===== src/rtl/chrono_display_driver.sv =====
// BCD display driver: converts a 16-bit tenths-of-second count with a sequential
// double-dabble engine and scans it onto a 4-digit common-anode 7-segment display.
module chrono_display_driver #(
  parameter int REFRESH_DIV = 50000,
  parameter int DP_POS      = 1,
  parameter int BLANK_LZ    = 1
) (
  input  logic        clk,
  input  logic        rst,
  input  logic [15:0] value,
  output logic [3:0]  an,
  output logic [6:0]  seg,
  output logic        dp,
  output logic        busy,
  output logic        ovf
);
  localparam int CW = $clog2(REFRESH_DIV);

  typedef enum logic [1:0] {S_IDLE, S_CONV, S_LOAD} state_t;

  state_t      r_state;
  logic [15:0] r_last;
  logic [15:0] r_shift;
  logic [19:0] r_bcd;
  logic [3:0]  r_iter;
  logic [15:0] r_disp;
  logic        r_busy;
  logic        r_ovf;

  logic [CW-1:0] r_cnt;
  logic [1:0]    r_dig;
  logic [3:0]    r_an;
  logic [6:0]    r_seg;
  logic          r_dp;

  logic [19:0] w_adj;
  logic [35:0] w_next;
  logic [3:0]  w_nib;
  logic        w_blank;

  // add-3 correction on every nibble before the shift
  for (genvar g = 0; g < 5; g++) begin : g_adj
    assign w_adj[g*4 +: 4] = (r_bcd[g*4 +: 4] >= 4'd5) ? r_bcd[g*4 +: 4] + 4'd3
                                                       : r_bcd[g*4 +: 4];
  end
  assign w_next = {w_adj, r_shift} << 1;

  always_ff @(posedge clk or posedge rst) begin
    if (rst) begin
      r_state <= S_IDLE;
      r_last  <= '0;
      r_shift <= '0;
      r_bcd   <= '0;
      r_iter  <= '0;
      r_disp  <= '0;
      r_busy  <= 1'b0;
      r_ovf   <= 1'b0;
    end else begin
      case (r_state)
        S_IDLE: if (value != r_last) begin
          r_shift <= value;
          r_last  <= value;
          r_bcd   <= '0;
          r_iter  <= '0;
          r_busy  <= 1'b1;
          r_state <= S_CONV;
        end
        S_CONV: begin
          r_bcd   <= w_next[35:16];
          r_shift <= w_next[15:0];
          r_iter  <= r_iter + 4'd1;
          if (r_iter == 4'd15) r_state <= S_LOAD;
        end
        S_LOAD: begin
          r_disp  <= r_bcd[15:0];
          r_ovf   <= |r_bcd[19:16];
          r_busy  <= 1'b0;
          r_state <= S_IDLE;
        end
        default: r_state <= S_IDLE;
      endcase
    end
  end

  function automatic logic [6:0] seg_lut(input logic [3:0] n);
    case (n)
      4'd0:    seg_lut = 7'h40;
      4'd1:    seg_lut = 7'h79;
      4'd2:    seg_lut = 7'h24;
      4'd3:    seg_lut = 7'h30;
      4'd4:    seg_lut = 7'h19;
      4'd5:    seg_lut = 7'h12;
      4'd6:    seg_lut = 7'h02;
      4'd7:    seg_lut = 7'h78;
      4'd8:    seg_lut = 7'h00;
      4'd9:    seg_lut = 7'h10;
      default: seg_lut = 7'h7F;
    endcase
  endfunction

  // a digit is a leading zero when it and everything above it is zero
  always_comb begin
    w_nib   = r_disp[{r_dig, 2'b00} +: 4];
    w_blank = (BLANK_LZ != 0) && (int'(r_dig) > DP_POS) &&
              ((r_disp >> {r_dig, 2'b00}) == 16'h0);
  end

  always_ff @(posedge clk or posedge rst) begin
    if (rst) begin
      r_cnt <= '0;
      r_dig <= '0;
      r_an  <= 4'hF;
      r_seg <= 7'h7F;
      r_dp  <= 1'b1;
    end else begin
      if (r_cnt == CW'(REFRESH_DIV - 1)) begin
        r_cnt <= '0;
        r_dig <= r_dig + 2'd1;
      end else begin
        r_cnt <= r_cnt + 1'b1;
      end
      if (w_blank) begin
        r_an  <= 4'hF;
        r_seg <= 7'h7F;
        r_dp  <= 1'b1;
      end else begin
        r_an  <= ~(4'b0001 << r_dig);
        r_seg <= seg_lut(w_nib);
        r_dp  <= ~(int'(r_dig) == DP_POS);
      end
    end
  end

  assign an   = r_an;
  assign seg  = r_seg;
  assign dp   = r_dp;
  assign busy = r_busy;
  assign ovf  = r_ovf;
endmodule


===== config.mk =====
export PLATFORM = sky130hd
export DESIGN_NAME = chrono_display_driver
export DESIGN_NICKNAME = d
export VERILOG_FILES = /design/src/rtl/chrono_display_driver.sv
export SDC_FILE = /design/constraint.sdc
export NUM_CORES = 1
export LEC_CHECK = 0
export BUFFER_PORTS_ARGS = -buffer_cell sky130_fd_sc_hd__buf_2
export CAP_MARGIN = 20
export CORE_MARGIN = 5
export CORE_UTILIZATION = 57
export CTS_BUF_LIST = sky130_fd_sc_hd__clkbuf_4 sky130_fd_sc_hd__clkbuf_8
export DETAILED_ROUTE_END_ITERATION = 8
export PLACE_DENSITY = 0.78
export SETUP_SLACK_MARGIN = 0.1
export SLEW_MARGIN = 10
export SYNTH_ARGS = -nofsm -noshare
export SYNTH_HDL_FRONTEND = slang
export SYNTH_SLANG_ARGS = --single-unit

===== constraint.sdc =====
create_clock -name clk -period 2.6 [get_ports clk]
set_input_delay 0.13 -clock clk [delete_from_list [all_inputs] [get_ports clk]]
set_output_delay 0.13 -clock clk [all_outputs]
set_load 0.005 [all_outputs]

==> summary.md <==
| Metric | Value |
|---|---|
| Status | finished clean |
| # placed instances | between 500 and 600 |
| Clock buffer count from CTS | 9 |
| Die area | 11140 µm² |
| Reg2Reg Setup Slack | about 390 ps |
| Sequential fraction of the synthesis area | 0.5076 |
| Worst VDD drop | 0.4763 mV |
| CP arrival | 2460 ps |
| Max Slew Vio Count | 0 |
| Share of cells above drive strength 1 | 0.2440 |
| Clk root buf | clkbuf_8 |
| Syn_area_per_cell | 11.31 µm² |
| Mapped Cells | 460 |
| Via density per instance | 5.599 |
| Initial drt markers | 76 |
| CTS tree | yes |
| Synth Register Bits | ~110 |
| Yosys cell types | 45 |
| Synth Flop Type | dfrtp_1 |
| Critical R2R Launch | r_last[5] |
| Total grt overflow | 0 |
| Router iterations before antenna repair | 4 |
| Final min period | 2209 ps |
| Final ANT Viol Nets | 0 |
| Largest net degree at the start of global routing | 67 |
| Clk pwr share | 0.174 |
| WL/cell | 15.28 µm |
| First-pass GRT wire length | between 15000 and 20000 µm |
| Worst-skew pair later-pin latency | 370 ps |
| Post-route insts no fill | 608 |
| CTS Buffer Depth | 2 |
| Post CTS Setup Buffer Count | 0 |
| Tot Pwr | 5.874 mW |
| Final Skew | around 14 ps |
| Async SR Flop Fraction | 1.000 |
| Startpoint Class | flop |
| Min-Delay Startpoint | value[4] |
| Logic pwr share | 0.371 |
| Vias in the first global route | 3451 |
| Final setup TNS | 0 ps |
| Final WL | 9288 µm |
| Critical setup path kind | reg -> reg |
| Initial antenna violation count | 0 |
| Fin worst setup slack | 390.9 ps |
| Syn Nets | roughly 500 |
| Sw frac | 0.3471 |
| Nets@finish | ~540 |
| Core ar. | approximately 8800 µm² |
| Via count | 3404 |
| Switching power | 2.039 mW |
| Die height | between 100 and 150 µm |
| F_max | 452.7 MHz |
| YS warnings | 0 |
| Internal power | 3.835 mW |
| CP max FO | 27 |
| H-tree depth | 3 |
| RR Endpoint | r_shift[8] |
| Post-cts resize count | 0 |
| IO buf count | 31 |
| DRC | 0 |
| Reg2Reg Depth | 6 |
| Total clock sinks | ~110 |
| # Max-Cap Violations | 0 |
| Mapped cell area | 5204 µm² |
| Hold Path Class | in -> reg |
| Leading cell type in the layout, fill and taps excluded | dfrtp_1 |
| Post-Place Setup Slack | 456.5 ps |
| Chip width | 105.5 µm |
| ANT cells | 0 |
| PD cells | approximately 1000 nW/µm² |
| Placed Area | 5468 µm² |
| Share of power burned in registers | 0.455 |
| Relative slew slack | 0.3923 |
| RSZ-0062 raised after global routing | false |
| WHS Endpoint | r_last[4] |
| Hold Violations, Final | 0 |
| Initial Util | 0.5909 |
| GRT Util Overall | 0.1756 |
| Most frequent cells in the layout | dfrtp_1 (94), nand2_1 (70), mux2_2 (33), buf_2 (31), xor2_1 (25) |
| CP Capture Type | flop |
| Worst-path clk slew | around 100 ps |
| Finish-stage setup viols | 0 |
| Worst-Margin Slew | 911.6 ps |
| Row Count | 34 |
| EDFF count, synth | 0 |
| IO Pins | 32 |
| Worst Path Required | between 2000 and 3000 ps |
| Post-DP HPWL | between 6000 and 7000 µm |
| Cell count of the worst hold path | 2 |
| Fin area | about 5700 µm² |
| Final RePlAce weighted congestion | 0.8448 |
| Area Overhead vs Synth | 9.065% |
| Lkg Pwr | 2.663 nW |
| Tcrit/Tclk final | 0.8496 |
| # fillers | 689 |
## cell families after synthesis
family | Yosys count | share of synthesized area
buffers and inverters | 39 | 0.03727
flip-flops | 105 | 0.5076
multiplexers | 47 | 0.1147
adder cells (fa/ha/maj) | 23 | 0.05530
XOR/XNOR | 35 | 0.05891
AO/OA/AOI/OAI | 74 | 0.09329
AND/OR/NAND/NOR | 137 | 0.1330
## state kept, by name, indices dropped and copies added, names as in the netlist, 4 cells and up
register	count
r_last	16
an	4
r_iter	4
r_disp	16
seg	7
r_cnt	16
r_shift	16
r_bcd	20
## worst max-delay path by stage
stage                         start    endpoint  cells after the start
final                     r_last[5]  r_shift[8]                      6
after global placement    r_last[5]  r_shift[8]                      6
after floorplan            r_dig[0]      seg[2]                      7
after CTS                 r_last[0]  r_shift[5]                      6
after detailed placement  r_last[0]  r_shift[6]                      6
after global routing       r_dig[0]      seg[3]                      6
## synth_stat cells (all sizes together) (8+ instances only)
library cell / number / area [µm²]
a21oi: 18 / 90.09
nand2b: 8 / 50.05
buf: 12 / 92.59
xor2: 25 / 219.0
nor3b: 11 / 87.58
nor2: 19 / 71.32
inv: 20 / 75.07
o21ai: 23 / 115.1
dfstp: 11 / 289.0
xnor2: 10 / 87.58
mux2: 40 / 476.7
nand2: 70 / 262.8
a22o: 12 / 105.1
ha: 23 / 287.8
dfrtp: 94 / 2352
o2bb2ai: 9 / 78.83
## per-stage QoR
| stage | util | hold WS, ps |
|---|---|---|
| finish | 0.6445 | 31.03 |
| detailed placement | 0.6209 | 8.817 |
| global route | 0.6445 | 18.81 |
| global placement | 0.6209 | 9.384 |
| CTS | 0.6445 | 13.65 |
| floorplan | - | 275.4 |
## worst max-delay path, cell delays in order, from the launching register on
cell      delay [ps]
dfrtp_1          410
xor2_1           160
nor4_1           420
nand4_1          220
o21bai_2         150
buf_4            320
mux2_2           380
## layer usage
layer,global-route usage,vias to the layer above,wire length (µm)
li1,-,1654,-
met2,0.3056,43,4679
met5,0,-,0
met4,0.06383,0,150
met3,0.02934,12,268
met1,0.2216,1695,4190
## cell type report
type | instances | area [µm²] | area share
multi-input combinational | 316 | 2375 | 0.4184
sequential | 105 | 2641 | 0.4654
clock buffer | 11 | 138.9 | 0.02447
clock inverter | 5 | 58.81 | 0.01036
tap | 108 | 135.1 | 0.02381
timing repair buffer | 43 | 247.7 | 0.04365
inverter | 20 | 78.83 | 0.01389
## power by group through the flow
stage                     Sequential, mW  Combinational [mW]  Clock [mW]
final                               2.67                2.18        1.02
after global routing                2.75                2.46        1.10
after detailed placement            2.70                2.19           0
after floorplan                     2.58                1.77           0
after global placement              2.66                2.09           0
after CTS                           2.67                2.21        1.04
## what timing repair did
action | 4_1_cts | 5_1_grt
hold buffers | 1 | 0
hold endpoints to repair | 39 | 0
endpoints found under the setup margin | 0 | 0
(Power assumes the default switching activity.)
